[config.mk]
export PLATFORM = sky130hd
export DESIGN_NAME = fp_div_seq
export DESIGN_NICKNAME = d
export VERILOG_FILES = /design/src/rtl/fp_pkg.sv /design/src/rtl/fp_round_ne.sv /design/src/rtl/fp_div_seq.sv
export SDC_FILE = /design/constraint.sdc
export NUM_CORES = 1
export LEC_CHECK = 0
export ABC_AREA = 1
export CAP_MARGIN = 20
export CORE_AREA = 2 2 107 109
export CTS_CLUSTER_DIAMETER = 50
export DETAILED_ROUTE_END_ITERATION = 16
export DIE_AREA = 0 0 109 111
export GPL_ROUTABILITY_DRIVEN = 0
export PLACE_DENSITY_LB_ADDON = 0.2
export SYNTH_ARGS = -nofsm -noshare
export SYNTH_HDL_FRONTEND = slang
export SYNTH_SLANG_ARGS = --single-unit
[constraint.sdc]
create_clock -name clk -period 4.19 [get_ports clk]
set_input_delay 1.0475 -clock clk [delete_from_list [all_inputs] [get_ports clk]]
set_output_delay 1.0475 -clock clk [all_outputs]
set_load 0.02 [all_outputs]
[src/rtl/fp_pkg.sv]
// Shared floating-point definitions: operand classes, exception bit positions,
// default-format constants and the operand classifier.
package fp_pkg;

  localparam int FP_NEXP     = 8;
  localparam int FP_NSIG     = 7;
  localparam int FP_W        = FP_NEXP + FP_NSIG + 1;
  localparam int NTYPES      = 6;
  localparam int NEXCEPTIONS = 5;

  typedef enum logic [2:0] {
    ZERO,
    SUBNORMAL,
    NORMAL,
    INF,
    QNAN,
    SNAN
  } fp_class_e;

  // Exception vector is {invalid, divzero, overflow, underflow, inexact}
  localparam int EXC_INEXACT   = 0;
  localparam int EXC_UNDERFLOW = 1;
  localparam int EXC_OVERFLOW  = 2;
  localparam int EXC_DIVZERO   = 3;
  localparam int EXC_INVALID   = 4;

  localparam int BIAS = (1 << (FP_NEXP - 1)) - 1;
  localparam logic [FP_W-1:0] CANON_QNAN =
    {1'b0, {FP_NEXP{1'b1}}, 1'b1, {(FP_NSIG-1){1'b0}}};

  // Width-agnostic: callers reduce their exponent/fraction fields to flags
  function automatic fp_class_e fp_classify(
    input logic exp_zero,
    input logic exp_ones,
    input logic frac_zero,
    input logic frac_msb
  );
    fp_class_e c;
    if (exp_zero) begin
      if (frac_zero) c = ZERO;
      else           c = SUBNORMAL;
    end else if (exp_ones) begin
      if (frac_zero)     c = INF;
      else if (frac_msb) c = QNAN;
      else               c = SNAN;
    end else begin
      c = NORMAL;
    end
    return c;
  endfunction

  function automatic logic [NTYPES-1:0] class_onehot(input fp_class_e c);
    return NTYPES'(1) << c;
  endfunction

endpackage

[src/rtl/fp_round_ne.sv]
// Normalises the raw restoring-division quotient, rounds to nearest-even and
// saturates to signed inf / signed zero on exponent overflow / underflow.
module fp_round_ne
  import fp_pkg::*;
#(
  parameter int NEXP = FP_NEXP,
  parameter int NSIG = FP_NSIG,
  localparam int W  = NEXP + NSIG + 1,
  localparam int QW = NSIG + 3,
  localparam int EW = NEXP + 2
) (
  input  logic [QW-1:0]          i_quo,
  input  logic                   i_rem_nz,
  input  logic signed [EW-1:0]   i_exp,
  input  logic                   i_sign,
  output logic [W-1:0]           o_res,
  output logic [NEXCEPTIONS-1:0] o_exc
);

  localparam logic signed [EW-1:0] EXP_MAX  = EW'((1 << NEXP) - 1);
  localparam logic signed [EW-1:0] EXP_ZERO = '0;

  // Hidden bit is dropped: after normalisation it is always 1
  logic [QW-2:0]        w_norm;
  logic signed [EW-1:0] w_exp_n;
  logic signed [EW-1:0] w_exp_r;
  logic                 w_guard;
  logic                 w_sticky;
  logic                 w_inc;
  logic [NSIG:0]        w_frac_sum;

  always_comb begin
    w_norm     = i_quo[QW-1] ? i_quo[QW-2:0] : (i_quo[QW-2:0] << 1);
    w_exp_n    = i_quo[QW-1] ? i_exp : (i_exp - EW'(1));
    w_guard    = w_norm[1];
    w_sticky   = w_norm[0] | i_rem_nz;
    w_inc      = w_guard & (w_norm[2] | w_sticky);
    // A carry out leaves the low fraction bits at zero, giving 1.0 x 2^(e+1)
    w_frac_sum = {1'b0, w_norm[QW-2:2]} + (NSIG+1)'(w_inc);
    w_exp_r    = w_exp_n + EW'(w_frac_sum[NSIG]);

    o_exc              = '0;
    o_exc[EXC_INEXACT] = w_guard | w_sticky;
    if (w_exp_r >= EXP_MAX) begin
      o_res               = {i_sign, {NEXP{1'b1}}, {NSIG{1'b0}}};
      o_exc[EXC_OVERFLOW] = 1'b1;
      o_exc[EXC_INEXACT]  = 1'b1;
    end else if (w_exp_r <= EXP_ZERO) begin
      o_res                = {i_sign, {(W-1){1'b0}}};
      o_exc[EXC_UNDERFLOW] = 1'b1;
      o_exc[EXC_INEXACT]   = 1'b1;
    end else begin
      o_res = {i_sign, w_exp_r[NEXP-1:0], w_frac_sum[NSIG-1:0]};
    end
  end

endmodule

[src/rtl/fp_div_seq.sv]
// Sequential floating-point divider: classify, restoring significand division
// one quotient bit per cycle, then round-nearest-even. One operation in flight.
module fp_div_seq
  import fp_pkg::*;
#(
  parameter int NEXP = FP_NEXP,
  parameter int NSIG = FP_NSIG,
  localparam int W = NEXP + NSIG + 1
) (
  input  logic                   clk,
  input  logic                   rst_n,
  input  logic                   in_valid,
  output logic                   in_ready,
  input  logic [W-1:0]           a,
  input  logic [W-1:0]           b,
  input  logic                   flush,
  output logic                   out_valid,
  input  logic                   out_ready,
  output logic [W-1:0]           q,
  output logic [NTYPES-1:0]      q_class,
  output logic [NEXCEPTIONS-1:0] exception
);

  localparam int QW = NSIG + 3;
  localparam int EW = NEXP + 2;
  localparam int CW = $clog2(NSIG + 4);

  typedef enum logic [2:0] {IDLE, CLASSIFY, ITER, ROUND, DONE} state_e;

  state_e                 r_state;
  logic [W-1:0]           r_a;
  logic [W-1:0]           r_b;
  logic                   r_sign;
  logic signed [EW-1:0]   r_exp;
  logic [QW-1:0]          r_rem;
  logic [NSIG:0]          r_div;
  logic [QW-1:0]          r_quo;
  logic [CW-1:0]          r_cnt;
  logic                   r_out_valid;
  logic [W-1:0]           r_q;
  logic [NTYPES-1:0]      r_q_class;
  logic [NEXCEPTIONS-1:0] r_exc;

  function automatic logic [NTYPES-1:0] onehot_of(input logic [W-1:0] v);
    logic [NEXP-1:0] e;
    logic [NSIG-1:0] f;
    e = v[W-2:NSIG];
    f = v[NSIG-1:0];
    return class_onehot(fp_classify(e == '0, &e, f == '0, f[NSIG-1]));
  endfunction

  logic [NEXP-1:0] w_ea, w_eb;
  logic [NSIG-1:0] w_fa, w_fb;
  fp_class_e       w_cls_a, w_cls_b;
  logic            w_sign;

  assign w_ea    = r_a[W-2:NSIG];
  assign w_eb    = r_b[W-2:NSIG];
  assign w_fa    = r_a[NSIG-1:0];
  assign w_fb    = r_b[NSIG-1:0];
  assign w_sign  = r_a[W-1] ^ r_b[W-1];
  assign w_cls_a = fp_classify(w_ea == '0, &w_ea, w_fa == '0, w_fa[NSIG-1]);
  assign w_cls_b = fp_classify(w_eb == '0, &w_eb, w_fb == '0, w_fb[NSIG-1]);

  // Subnormals flush to signed zero, so they share the zero rules
  logic w_a_zero, w_b_zero, w_a_inf, w_b_inf, w_a_nan, w_b_nan, w_any_snan;
  assign w_a_zero   = (w_cls_a == ZERO) || (w_cls_a == SUBNORMAL);
  assign w_b_zero   = (w_cls_b == ZERO) || (w_cls_b == SUBNORMAL);
  assign w_a_inf    = (w_cls_a == INF);
  assign w_b_inf    = (w_cls_b == INF);
  assign w_a_nan    = (w_cls_a == QNAN) || (w_cls_a == SNAN);
  assign w_b_nan    = (w_cls_b == QNAN) || (w_cls_b == SNAN);
  assign w_any_snan = (w_cls_a == SNAN) || (w_cls_b == SNAN);

  logic                   w_special;
  logic [W-1:0]           w_spec_res;
  logic [NEXCEPTIONS-1:0] w_spec_exc;

  always_comb begin
    w_special  = 1'b1;
    w_spec_res = '0;
    w_spec_exc = '0;
    if (w_a_nan || w_b_nan) begin
      w_spec_res              = CANON_QNAN;
      w_spec_exc[EXC_INVALID] = w_any_snan;
    end else if ((w_a_zero && w_b_zero) || (w_a_inf && w_b_inf)) begin
      w_spec_res              = CANON_QNAN;
      w_spec_exc[EXC_INVALID] = 1'b1;
    end else if (w_a_inf) begin
      w_spec_res = {w_sign, {NEXP{1'b1}}, {NSIG{1'b0}}};
    end else if (w_b_zero) begin
      w_spec_res              = {w_sign, {NEXP{1'b1}}, {NSIG{1'b0}}};
      w_spec_exc[EXC_DIVZERO] = 1'b1;
    end else if (w_a_zero || w_b_inf) begin
      w_spec_res = {w_sign, {(W-1){1'b0}}};
    end else begin
      w_special = 1'b0;
    end
  end

  // Biased-exponent difference cannot wrap: range is [1-254+127, 254-1+127]
  logic [EW-1:0] w_exp_init;
  assign w_exp_init = EW'(w_ea) - EW'(w_eb) + EW'(BIAS);

  logic [QW-1:0] w_div_ext;
  logic          w_ge;
  logic [QW-1:0] w_rem_sub;
  assign w_div_ext = {2'b00, r_div};
  assign w_ge      = (r_rem >= w_div_ext);
  assign w_rem_sub = w_ge ? (r_rem - w_div_ext) : r_rem;

  logic [W-1:0]           w_rnd_res;
  logic [NEXCEPTIONS-1:0] w_rnd_exc;

  fp_round_ne #(
    .NEXP(NEXP),
    .NSIG(NSIG)
  ) u_round (
    .i_quo    (r_quo),
    .i_rem_nz (r_rem != '0),
    .i_exp    (r_exp),
    .i_sign   (r_sign),
    .o_res    (w_rnd_res),
    .o_exc    (w_rnd_exc)
  );

  always_ff @(posedge clk or negedge rst_n) begin
    if (!rst_n) begin
      r_state     <= IDLE;
      r_a         <= '0;
      r_b         <= '0;
      r_sign      <= 1'b0;
      r_exp       <= '0;
      r_rem       <= '0;
      r_div       <= '0;
      r_quo       <= '0;
      r_cnt       <= '0;
      r_out_valid <= 1'b0;
      r_q         <= '0;
      r_q_class   <= class_onehot(ZERO);
      r_exc       <= '0;
    end else if (flush) begin
      r_state     <= IDLE;
      r_out_valid <= 1'b0;
    end else begin
      case (r_state)
        IDLE: begin
          if (in_valid) begin
            r_a     <= a;
            r_b     <= b;
            r_state <= CLASSIFY;
          end
        end
        CLASSIFY: begin
          if (w_special) begin
            r_q         <= w_spec_res;
            r_q_class   <= onehot_of(w_spec_res);
            r_exc       <= w_spec_exc;
            r_out_valid <= 1'b1;
            r_state     <= DONE;
          end else begin
            r_sign  <= w_sign;
            r_exp   <= w_exp_init;
            r_rem   <= {2'b00, 1'b1, w_fa};
            r_div   <= {1'b1, w_fb};
            r_quo   <= '0;
            r_cnt   <= CW'(NSIG + 3);
            r_state <= ITER;
          end
        end
        ITER: begin
          r_rem <= w_rem_sub << 1;
          r_quo <= {r_quo[QW-2:0], w_ge};
          r_cnt <= r_cnt - CW'(1);
          if (r_cnt == CW'(1)) r_state <= ROUND;
        end
        ROUND: begin
          r_q         <= w_rnd_res;
          r_q_class   <= onehot_of(w_rnd_res);
          r_exc       <= w_rnd_exc;
          r_out_valid <= 1'b1;
          r_state     <= DONE;
        end
        DONE: begin
          if (out_ready) begin
            r_out_valid <= 1'b0;
            r_state     <= IDLE;
          end
        end
        default: r_state <= IDLE;
      endcase
    end
  end

  assign in_ready  = (r_state == IDLE);
  assign out_valid = r_out_valid;
  assign q         = r_q;
  assign q_class   = r_q_class;
  assign exception = r_exc;

endmodule

; ---- Word level (Yosys, flattened, before mapping)
; Index checks and enable logic that the tools add are counted.
[totals]
register_bits = 106
in_bits = 37
out_inout_bits = 29
word_cells = 158
[op_classes]
addsub = 7
n_lt_le_gt_ge = 3
n_eq_ne = 19
shifts = 2
muxes = 72
n_bitwise = 7
n_reduce_logical = 35
[ops]
columns = operator, count
row1 = $mux 16, 6
row2 = $mux 3, 22
row3 = $pmux 10 s2, 2
row4 = $logic_not 8->1, 4
row5 = $pmux 16 s2, 1
row6 = $reduce_and 8->1, 4
row7 = $mux 10, 3
row8 = $mux 15, 2
row9 = $logic_not 7->1, 4
row10 = $mux 1, 25
row11 = $mux 9, 2
row12 = $reduce_and 3->1, 6
row13 = $eq 3x3->1 const B, 5
row14 = $pmux 3 s5, 1
row15 = $eq 3x2->1 const B, 4
row16 = $pmux 6 s2, 1
row17 = $shl 1x3->6 const A, 2
row18 = $add 10x1->10, 1
row19 = $add 9x8->10 const B, 1
row20 = $ge 10x8->1, 1
row21 = $ge 10x9->1 const B, 1
row22 = $le 10x1->1 const B, 1
row23 = $pmux 5 s2, 1
row24 = $reduce_bool 10->1, 1
row25 = other kinds (25), 44

; ---- Depth between registers and ports, before layout
; Gate-level depths: netlist of the first run.
[logic_depth]
word_depth = 22
depth_mapped = 25
ltp_nobuf = 24

; ---- Hierarchy
; Synthesis of the first run repeated with hierarchy kept, for this count alone.
[unflattened]
cells_unflattened = 989
hier_area_um2 = 6975.4
[by_module_without_submodules]
columns = mod, instances, cells_per_inst, area_each_um2, seq_area_each_um2
row1 = fp_div_seq, 1, 786, 5900.7, 2653.8
row2 = fp_round_ne, 1, 203, 1074.8, 0.0

; ---- Least setup slack after synthesis of the first run
; Ideal clock, no wire load.
[synth_path]
path_type = flip-flop to flip-flop
startpoint = register r_quo[9]
endpoint = register r_q[9] (netlist: q[9])
setup_time_ns = 0.119
t_arrival_ns = 2.788
t_required_ns = 4.071
setup_slack_ns = 1.283
stages_incl_launch_ff = 25
n_path_buf = 2
period_less_slack_ns = 2.907
cell_sequence = dfrtp_1 buf_4 buf_2 nand2_1 o21ai_0 inv_1 nand3_1 nor2_1 nand2_1 nor3_1 ha_1 ha_1 nand2_2 nor2_1 nand2_1 nor2_1 nand2_1 nand2_1 nand2_1 inv_2 nand2_2 nand2_1 o21ai_1 nand2_1 nand2_1
[synth_between]
elab_chain_cells = 10
elab_cells_between_ends = 12
classes_between = 2 x add/sub / 2 x order compare / 5 x mux / 3 x bitwise
[synth_lines]
columns = item, line_no
row1 = "start, declared", fp_div_seq.sv:37  ; logic [QW-1:0] r_quo;
row2 = "start signal, assigned", fp_div_seq.sv:173  ; r_quo <= {r_quo[QW-2:0], w_ge};
row3 = $mux 9, fp_round_ne.sv:33  ; w_norm = i_quo[QW-1] ? i_quo[QW-2:0] : (i_quo[QW-2:0] << 1);
row4 = $or 1x1->1, fp_round_ne.sv:36  ; w_sticky = w_norm[0] | i_rem_nz;
row5 = $or 1x1->1, fp_round_ne.sv:37  ; w_inc = w_guard & (w_norm[2] | w_sticky);
row6 = $and 1x1->1, fp_round_ne.sv:37
row7 = $add 7x1->8, fp_round_ne.sv:39  ; w_frac_sum = {1'b0, w_norm[QW-2:2]} + (NSIG+1)'(w_inc);
row8 = $add 10x1->10 *, fp_round_ne.sv:40  ; w_exp_r = w_exp_n + EW'(w_frac_sum[NSIG]);
row9 = $le 10x1->1, fp_round_ne.sv:48  ; end else if (w_exp_r <= EXP_ZERO) begin
row10 = $mux 15, fp_round_ne.sv:48
row11 = $mux 15 *, fp_round_ne.sv:44  ; if (w_exp_r >= EXP_MAX) begin
row12 = $pmux 16 s2 *, fp_div_seq.sv:146  ; case (r_state)
row13 = "end signal, assigned", fp_div_seq.sv:156  ; r_q <= w_spec_res;
row14 = "end signal, assigned", fp_div_seq.sv:178  ; r_q <= w_rnd_res;
row15 = "end, declared", fp_div_seq.sv:40  ; logic [W-1:0] r_q;
; Every way passes the cells marked *; elsewhere a longest branch is shown, timed or not.
; A chain may end at the register's enable or synchronous reset.

; ---- Final worst setup path of the first run
[layout_path]
startpoint = register r_quo[9]
endpoint = register r_q_class[4] (netlist: q_class[4])
[layout_between]
elab_chain_cells = 17
elab_cells_between_ends = 23
classes_between = 2 x add/sub / 2 x order compare / 1 x shift / 12 x mux / 3 x bitwise / 3 x reduce/logical
[layout_lines]
columns = item, line_no
row1 = $mux 9, fp_round_ne.sv:33
row2 = $or 1x1->1, fp_round_ne.sv:36
row3 = $or 1x1->1, fp_round_ne.sv:37
row4 = $and 1x1->1, fp_round_ne.sv:37
row5 = $add 7x1->8, fp_round_ne.sv:39
row6 = $add 10x1->10, fp_round_ne.sv:40
row7 = $le 10x1->1, fp_round_ne.sv:48
row8 = $mux 15, fp_round_ne.sv:48
row9 = $mux 15 *, fp_round_ne.sv:44
row10 = $logic_not 7->1 or $mux 1 (tied branches), "fp_div_seq.sv:49, fp_pkg.sv:44"
row11 = $mux 3, fp_pkg.sv:43  ; if (frac_zero) c = INF;
row12 = $mux 3, fp_pkg.sv:42  ; end else if (exp_ones) begin
row13 = $mux 3 *, fp_pkg.sv:39  ; if (exp_zero) begin
row14 = $mux 3 *, fp_div_seq.sv:146
row15 = $mux 3 *, fp_div_seq.sv:142  ; end else if (flush) begin
row16 = $shl 1x3->6 *, fp_pkg.sv:53  ; return NTYPES'(1) << c;
row17 = $pmux 6 s2 *, fp_div_seq.sv:146
row18 = "end signal, assigned", fp_div_seq.sv:140  ; r_q_class <= class_onehot(ZERO);
row19 = "end signal, assigned", fp_div_seq.sv:157  ; r_q_class <= onehot_of(w_spec_res);
row20 = "end signal, assigned", fp_div_seq.sv:179  ; r_q_class <= onehot_of(w_rnd_res);
row21 = "end, declared", fp_div_seq.sv:41  ; logic [NTYPES-1:0] r_q_class;
; Every way passes the cells marked *; elsewhere a longest branch is shown, timed or not. The select of a mux whose other input is x is not followed.

==> results of run 1 <==
[worst min path at each step]
stage / start / endpoint / slack, ns / depth (start not counted)
6_report: r_div[7]$_DFFE_PN0P_ / r_div[7]$_DFFE_PN0P_ / 0.47 / 2
5_1_grt: q[5]$_DFFE_PN0P_ / q[5]$_DFFE_PN0P_ / 0.51 / 2
4_1_cts: r_div[7]$_DFFE_PN0P_ / r_div[7]$_DFFE_PN0P_ / 0.47 / 2
3_5_place_dp: r_div[7]$_DFFE_PN0P_ / r_div[7]$_DFFE_PN0P_ / 0.45 / 2
3_3_place_gp: r_div[7]$_DFFE_PN0P_ / r_div[7]$_DFFE_PN0P_ / 0.46 / 2
2_1_floorplan: r_div[7]$_DFFE_PN0P_ / r_div[7]$_DFFE_PN0P_ / 0.43 / 2
[synthesized netlist by cell type]
cell type	n	area share [%]
nand2_1	186	11
a2111oi_0	1	0.14
xor2_1	16	2.3
nand2_4	2	0.37
xnor2_1	7	1.0
buf_2	5	0.41
inv_2	11	0.67
dfrtp_1	105	43
nor2_4	1	0.18
a21o_1	1	0.12
a211oi_1	1	0.12
nor2_1	82	5.0
o21ai_1	9	0.73
inv_1	97	5.9
a22oi_1	2	0.24
o21bai_1	3	0.37
o211ai_1	6	0.73
a21boi_0	1	0.12
buf_1	2	0.12
or3_1	1	0.10
a31oi_1	5	0.51
nor4_1	1	0.10
fa_1	2	0.65
o21ai_0	51	4.1
o22ai_1	12	1.2
nand3b_1	4	0.49
clkinv_2	1	0.081
buf_4	1	0.12
nor3_1	9	0.73
nand3_1	32	2.6
dfstp_2	1	0.43
nand2_2	9	0.92
nand4_1	18	1.8
o21a_1	1	0.12
ha_1	24	4.9
o311ai_0	1	0.14
nor2_2	6	0.61
clkbuf_1	10	0.61
nand3_2	3	0.49
o31ai_1	2	0.24
a21oi_1	45	3.7
a21oi_2	1	0.14
mux2_2	14	2.6
[stage by stage]
| stage | instance area, um2 | power (mW) | std cells | setup WS [ns] |
|---|---|---|---|---|
| finish | 7311 | 4.932 | 1004 | 0.6280 |
| detailed placement | 6943 | 3.891 | 987 | 0.6564 |
| global placement | 6943 | 3.805 | 987 | 0.8058 |
| CTS | 7303 | 4.927 | 1003 | 0.6192 |
| global route | 7311 | 5.341 | 1004 | 0.07473 |
| floorplan | 6151 | 3.290 | 792 | 1.283 |
[area by class of cell]
| type | instances | area share, % |
|---|---|---|
| sequential | 106 | 36.30 |
| multi-input combinational | 559 | 41.23 |
| tap | 143 | 2.447 |
| inverter | 109 | 5.614 |
| clock buffer | 11 | 3.183 |
| clock inverter | 5 | 1.746 |
| timing repair buffer | 71 | 9.481 |
[flip-flops by register name, indices dropped and copies added (netlist names)]
name,cells
q_class,6
r_cnt,4
out_valid,1
r_div,8
r_rem,10
r_state,3
r_b,16
r_exp,10
exception,5
r_quo,10
r_sign,1
q,16
r_a,16
[power by group through the flow]
stage	clock network [mW]	logic, mW	registers [mW]
detailed placement	0	2.30	1.59
global route	1.08	2.64	1.62
floorplan	0	1.66	1.63
finish	1.02	2.33	1.58
CTS	1.03	2.32	1.58
global placement	0	2.23	1.58
[cell families (layout without fill, tap and decap cells)]
kind of cell / Yosys count / count (layout) / share of synthesized area (%)
AO/OA/AOI/OAI: 142 / 142 / 12.77
XOR/XNOR: 23 / 23 / 3.275
adder cells (fa/ha/maj): 26 / 26 / 5.533
buffers and inverters: 127 / 196 / 7.933
flip-flops: 106 / 106 / 43.14
multiplexers: 14 / 14 / 2.563
AND/OR/NAND/NOR: 354 / 354 / 24.78
[critical path, cell delays in order, from the launching register on]
cell and delay [ns]:
dfrtp_1 0.75, o21ai_0 0.24, nor2_1 0.23, nand3_1 0.12, nor2_1 0.13, nand2_1 0.10, nor3_1 0.20, ha_1 0.24
ha_1 0.22, nand2_2 0.08, nor2_1 0.14, nand2_1 0.11, nor2_1 0.15, nand3b_1 0.08, nand2_1 0.11, inv_2 0.04
nand2_2 0.10, nand3_1 0.08, nand2_1 0.12, inv_1 0.07, nand3_1 0.08, nand2_1 0.05
[metal layers]
metal | track usage (%) | wire length [um]
met5 | 0 | 0
met4 | 9.231 | 334
met3 | 3.233 | 634
met2 | 40.66 | 6550
met1 | 31.38 | 6079
==> reports/summary.txt, run 1 <==
Outcome -> complete, no violations
Max-cap violations -> 0
Die Wd -> 109 um
Synth Cell Area -> 6151 um2
Setup Fix Bufs, Post-CTS -> 0
TNS Setup -> 0 ns
Final Max Tran Viols -> 0
Crit start category -> flip-flop
Final period util -> 85.01%
Reg2reg end -> q_class[4]$_DFFE_PN0P_
TritonRoute pass-1 iters -> 5
Port Buffer Count -> 65
Layout fillers -> 946
Commonest non-fill, non-tap cells in the layout -> nand2_1 (186), dfrtp_1 (105), inv_1 (97)
Peak supply drop -> 0.0003312 V
Layout cell share with drive strength beyond 1 -> 8.246%
Sequential fraction of the synthesis area -> 43.14%
Area of the multi-input gates -> 3014 um2
Ports -> 66
Fin crit period -> 3.562 ns
Pwr/cell area -> 674.6 nW/um2
Clock sink total -> 106
Ys Warns -> 0
Core region area -> 11080 um2
Post-route ant nets -> 0
Syn Area/Cell -> 7.766 um2
Area Overhead vs Synth -> 18.86%
Initial antenna violation count -> 0
Grt ovf -> 0
# nets final -> 919
Switch Pwr -> 2.037 mW
Leak pwr -> 3.577 nW
Htree depth -> 3
DIE AREA -> 12100 um2
FF+latch area -> 2654 um2
Final core utilization -> 66.00%
Cts repair resizes -> 0
Reg clk slew, reported paths -> 0.07 ns
DP Wirelength -> 10190 um
Instance count of the mapped netlist -> 792
Flop-to-flop setup slack -> 0.63 ns
Setup CP Type -> reg -> reg
Avg WL per Cell -> 13.54 um
Switching Share -> 41.31%
Routed wire length -> 13600 um
Hold Slack -> 0.4651 ns
Final setup viols -> 0
Critical Path Sink -> q_class[4]$_DFFE_PN0P_
Skew-Pair Late Insertion Delay -> 0.35 ns
Vias per Instance -> 5.345
Root Buffer -> clkbuf_16
Std cell rows -> 39
Post-synth cell types -> 43
Commonest non-fill, non-tap cell in the layout -> nand2_1
Synth Register Bits -> 106
Worst Path Required -> 4.43 ns
DRC viols -> 0
Worst r2r src -> r_quo[9]$_DFFE_PN0P_
Largest net degree at the start of global routing -> 63
CTS tree -> built
Max Fanout on Critical Path -> 23
Vias -> 5366
RSZ-0062 raised after global routing -> false
Antenna fix cells -> 0
Critical Path AT -> 3.80 ns
Clock Power Share -> 20.7%
Vias in the first global route -> 5242
Initial Utilization -> 55.53%
Combinational fraction of design power -> 47.2%
Hold_buf cts -> 0
Max_slew headroom -> 47.40%
Hold Crit Class -> reg -> reg
First-pass GRT wire length -> 23450 um
F_max -> 280.7 MHz
CTS max path bufs -> 2
Flop pwr share -> 32.1%
Setup crit end kind -> flip-flop
DIE HEIGHT -> 111 um
Cts bufs inserted -> 9
Tot GR Track Use -> 24.16%
Timing startpoint of the critical path -> r_quo[9]$_DFFE_PN0P_
Slew @ Worst Pin -> 0.7890 ns
DR iter-0 viols -> 276
Syn Nets -> 855
Clk_skew -> 0.01207 ns
Cell-internal power -> 2.895 mW
R2R depth -> 21
Endpoints failing hold -> 0
Note: power is estimated with default switching activity, not from simulation.
==> run 2, diff against run 1 <==
--- a/config.mk
+++ b/config.mk
@@ -5,13 +5,11 @@
 export SDC_FILE = /design/constraint.sdc
 export NUM_CORES = 1
 export LEC_CHECK = 0
-export ABC_AREA = 1
 export CAP_MARGIN = 20
-export CORE_AREA = 2 2 107 109
+export CORE_AREA = 2 2 108 110
 export CTS_CLUSTER_DIAMETER = 50
 export DETAILED_ROUTE_END_ITERATION = 16
-export DIE_AREA = 0 0 109 111
-export GPL_ROUTABILITY_DRIVEN = 0
+export DIE_AREA = 0 0 110 112
 export PLACE_DENSITY_LB_ADDON = 0.2
 export SYNTH_ARGS = -nofsm -noshare
 export SYNTH_HDL_FRONTEND = slang
==> run 2 against run 1 <==
- utilization is 0.66 points higher
- critical path type unchanged
- worst setup slack worse by 0.28 ns
- clock skew is 0.0058 ns lower
- register-to-register slack worse by 0.28 ns
- die area is 1.8% higher
==> reports/summary.txt, run 2 <==
Area after DPL -> 7086 um2
Layout cell share with drive strength beyond 1 -> 12.64%
Placed Cells incl. Taps -> 839
Pwr/cell area -> 634.0 nW/um2
Final setup viols -> 0
Vias -> 5067
Initial antenna violation count -> 0
Hold_buf cts -> 0
Max Fanout on Critical Path -> 11
Root Buffer -> clkbuf_16
DRC viols -> 0
Synth Register Bits -> 106
Setup CP Type -> reg -> reg
Commonest non-fill, non-tap cells in the layout -> dfrtp_1 (104), nand2_1 (80), clkdlybuf4s50_1 (64)
Post-synth cell types -> 67
Cts repair resizes -> 0
Skew-Pair Late Insertion Delay -> 0.35 ns
Final period util -> 91.62%
Async SR Flop Fraction -> 100.0%
GPL Wtd Cong -> 0.9075
Max_slew headroom -> 49.49%
Top-area cell type share of the netlist area -> 41.92%
Top cells by count, synth -> dfrtp_1 (105), nand2_1 (80), o21ai_0 (46)
Port Buffer Count -> 65
Pre-CTS setup slack -> 0.1792 ns
# nets final -> 770
Largest net degree at the start of global routing -> 59
Synth Cell Area -> 6269 um2
DIE AREA -> 12320 um2
Vias in the first global route -> 4928
Htree depth -> 3
Flop-to-flop setup slack -> 0.35 ns
DR iter-0 viols -> 263
Delay-heaviest family, CP -> simple AND/OR/NAND/NOR gates
Setup Fix Bufs, Post-CTS -> 0
Avg WL per Cell -> 15.98 um
CP peak stage delay -> 0.50 ns
Endpoints failing hold -> 0
Clk_skew -> 0.006251 ns
TritonRoute pass-1 iters -> 5
Setup ws final -> 0.3510 ns
Commonest non-fill, non-tap cell in the layout -> dfrtp_1
Peak supply drop -> 0.0003213 V
Cts bufs inserted -> 9
Largest area contributor in the netlist -> dfrtp_1
Worst path slowest cell -> dfrtp_2
Hold Slack -> 0.4447 ns
F_max -> 260.5 MHz
CP bufs+invs -> 0
CTS tree -> built
Clock sink total -> 106
Critical Path AT -> 4.07 ns
Top FF cell, synth -> dfrtp_1
Fin crit period -> 3.839 ns
Final Max Tran Viols -> 0
Die Wd -> 110 um
First-pass GRT wire length -> 23420 um
Std cell rows -> 39
Synth area leaders -> dfrtp_1 (42%), mux2_2 (7.7%), ha_1 (4.8%)
Reg clk slew, reported paths -> 0.07 ns
Post-route ant nets -> 0
Syn Nets -> 710
Hold Crit Class -> reg -> reg
Worst path most repeated cell -> nand2_1
CTS max path bufs -> 2
TNS Setup -> 0 ns
Routed wire length -> 13660 um
RSZ-0062 raised after global routing -> false
Ports -> 66
Crit start category -> flip-flop
Layout fillers -> 874
Initial Utilization -> 56.10%
Sequential fraction of the synthesis area -> 42.34%
Outcome -> complete, no violations
Ys Warns -> 0
Syn Area/Cell -> 9.689 um2
DP Wirelength -> 10170 um
Setup crit end kind -> flip-flop
Area Overhead vs Synth -> 18.82%
Max-cap violations -> 0
Most numerous cell in the Yosys netlist -> dfrtp_1
Core region area -> 11170 um2
Instance count of the mapped netlist -> 647
Antenna fix cells -> 0
Post-synth EDFFs -> 0
Slew @ Worst Pin -> 0.7518 ns
Grt ovf -> 0
Vias per Instance -> 5.926
Non-filler cells in the finished layout -> 855
DIE HEIGHT -> 112 um
Worst Path Required -> 4.42 ns
Fin area -> 7448 um2
Tot GR Track Use -> 23.82%
Leak pwr -> 3.163 nW
Cells along the critical path -> nor2b_1 > a21oi_1 > nor2b_1 > nand3b_1 > nor3b_2 > and3b_1 > ha_1 > ha_1 > nand2_1 > o21ai_1 > o2111a_1 > nand2_1 > a2111oi_4 > nand2_1 > and2_1 > a32o_1
==> run 2: cells by family after synthesis <==
| kind of cell | count (synthesis) | synth area share [%] |
|---|---|---|
| XOR/XNOR | 37 | 5.170 |
| buffers and inverters | 60 | 3.613 |
| AND/OR/NAND/NOR | 228 | 18.94 |
| adder cells (fa/ha/maj) | 26 | 5.429 |
| AO/OA/AOI/OAI | 134 | 14.71 |
| multiplexers | 56 | 9.800 |
| flip-flops | 106 | 42.34 |
==> run 2: routing by layer <==
| layer | wire [um] | up-vias | track usage, % |
|---|---|---|---|
| li1 | - | 2459 | - |
| met1 | 6246 | 2437 | 32.48 |
| met2 | 6512 | 157 | 38.57 |
| met3 | 743 | 14 | 4.040 |
| met4 | 159 | 0 | 7.511 |
| met5 | 0 | - | 0 |
==> run 2: area by class of cell <==
class | count | area, um2 | area share (%)
multi-input cells | 481 | 3427 | 46.01
flip-flops and latches | 106 | 2655 | 35.65
repair buffers | 77 | 738.2 | 9.911
clock buffers | 10 | 239.0 | 3.208
well taps | 143 | 178.9 | 2.402
inverters | 32 | 120.1 | 1.613
clock inverters | 6 | 90.09 | 1.209
==> run 2: worst paths after layout <==
| path | from | to | cells past startpoint |
|---|---|---|---|
| worst max-delay path | r_quo[9]$_DFFE_PN0P_ | q[1]$_DFFE_PN0P_ | 16 |
| worst min-delay path | r_div[7]$_DFFE_PN0P_ | r_div[7]$_DFFE_PN0P_ | 2 |
| worst max register to register | r_quo[9]$_DFFE_PN0P_ | q[1]$_DFFE_PN0P_ | 16 |
| worst min register to register | r_div[7]$_DFFE_PN0P_ | r_div[7]$_DFFE_PN0P_ | 2 |
| max in group asynchronous | rst_n | r_b[9]$_DFFE_PN0P_ | 2 |
| min in group asynchronous | rst_n | r_quo[0]$_DFFE_PN0P_ | 1 |
==> run 2: through the flow <==
stage	utilization [%]	power (mW)
after floorplan	-	3.212
after global placement	63.41	3.673
after detailed placement	63.41	3.755
after CTS	66.35	4.699
after global routing	66.66	5.078
final	66.66	4.722
==> run 2: worst min-delay path, stage by stage (launching register included) <==
cell and delay (ns):
dfrtp_1 0.32, inv_1 0.05, nand2_1 0.05
==> run 2: report_power, final <==
group / switching (mW) / internal (mW)
clock: 0.392 / 0.540
sequential: 0.297 / 1.31
combinational: 1.19 / 0.993
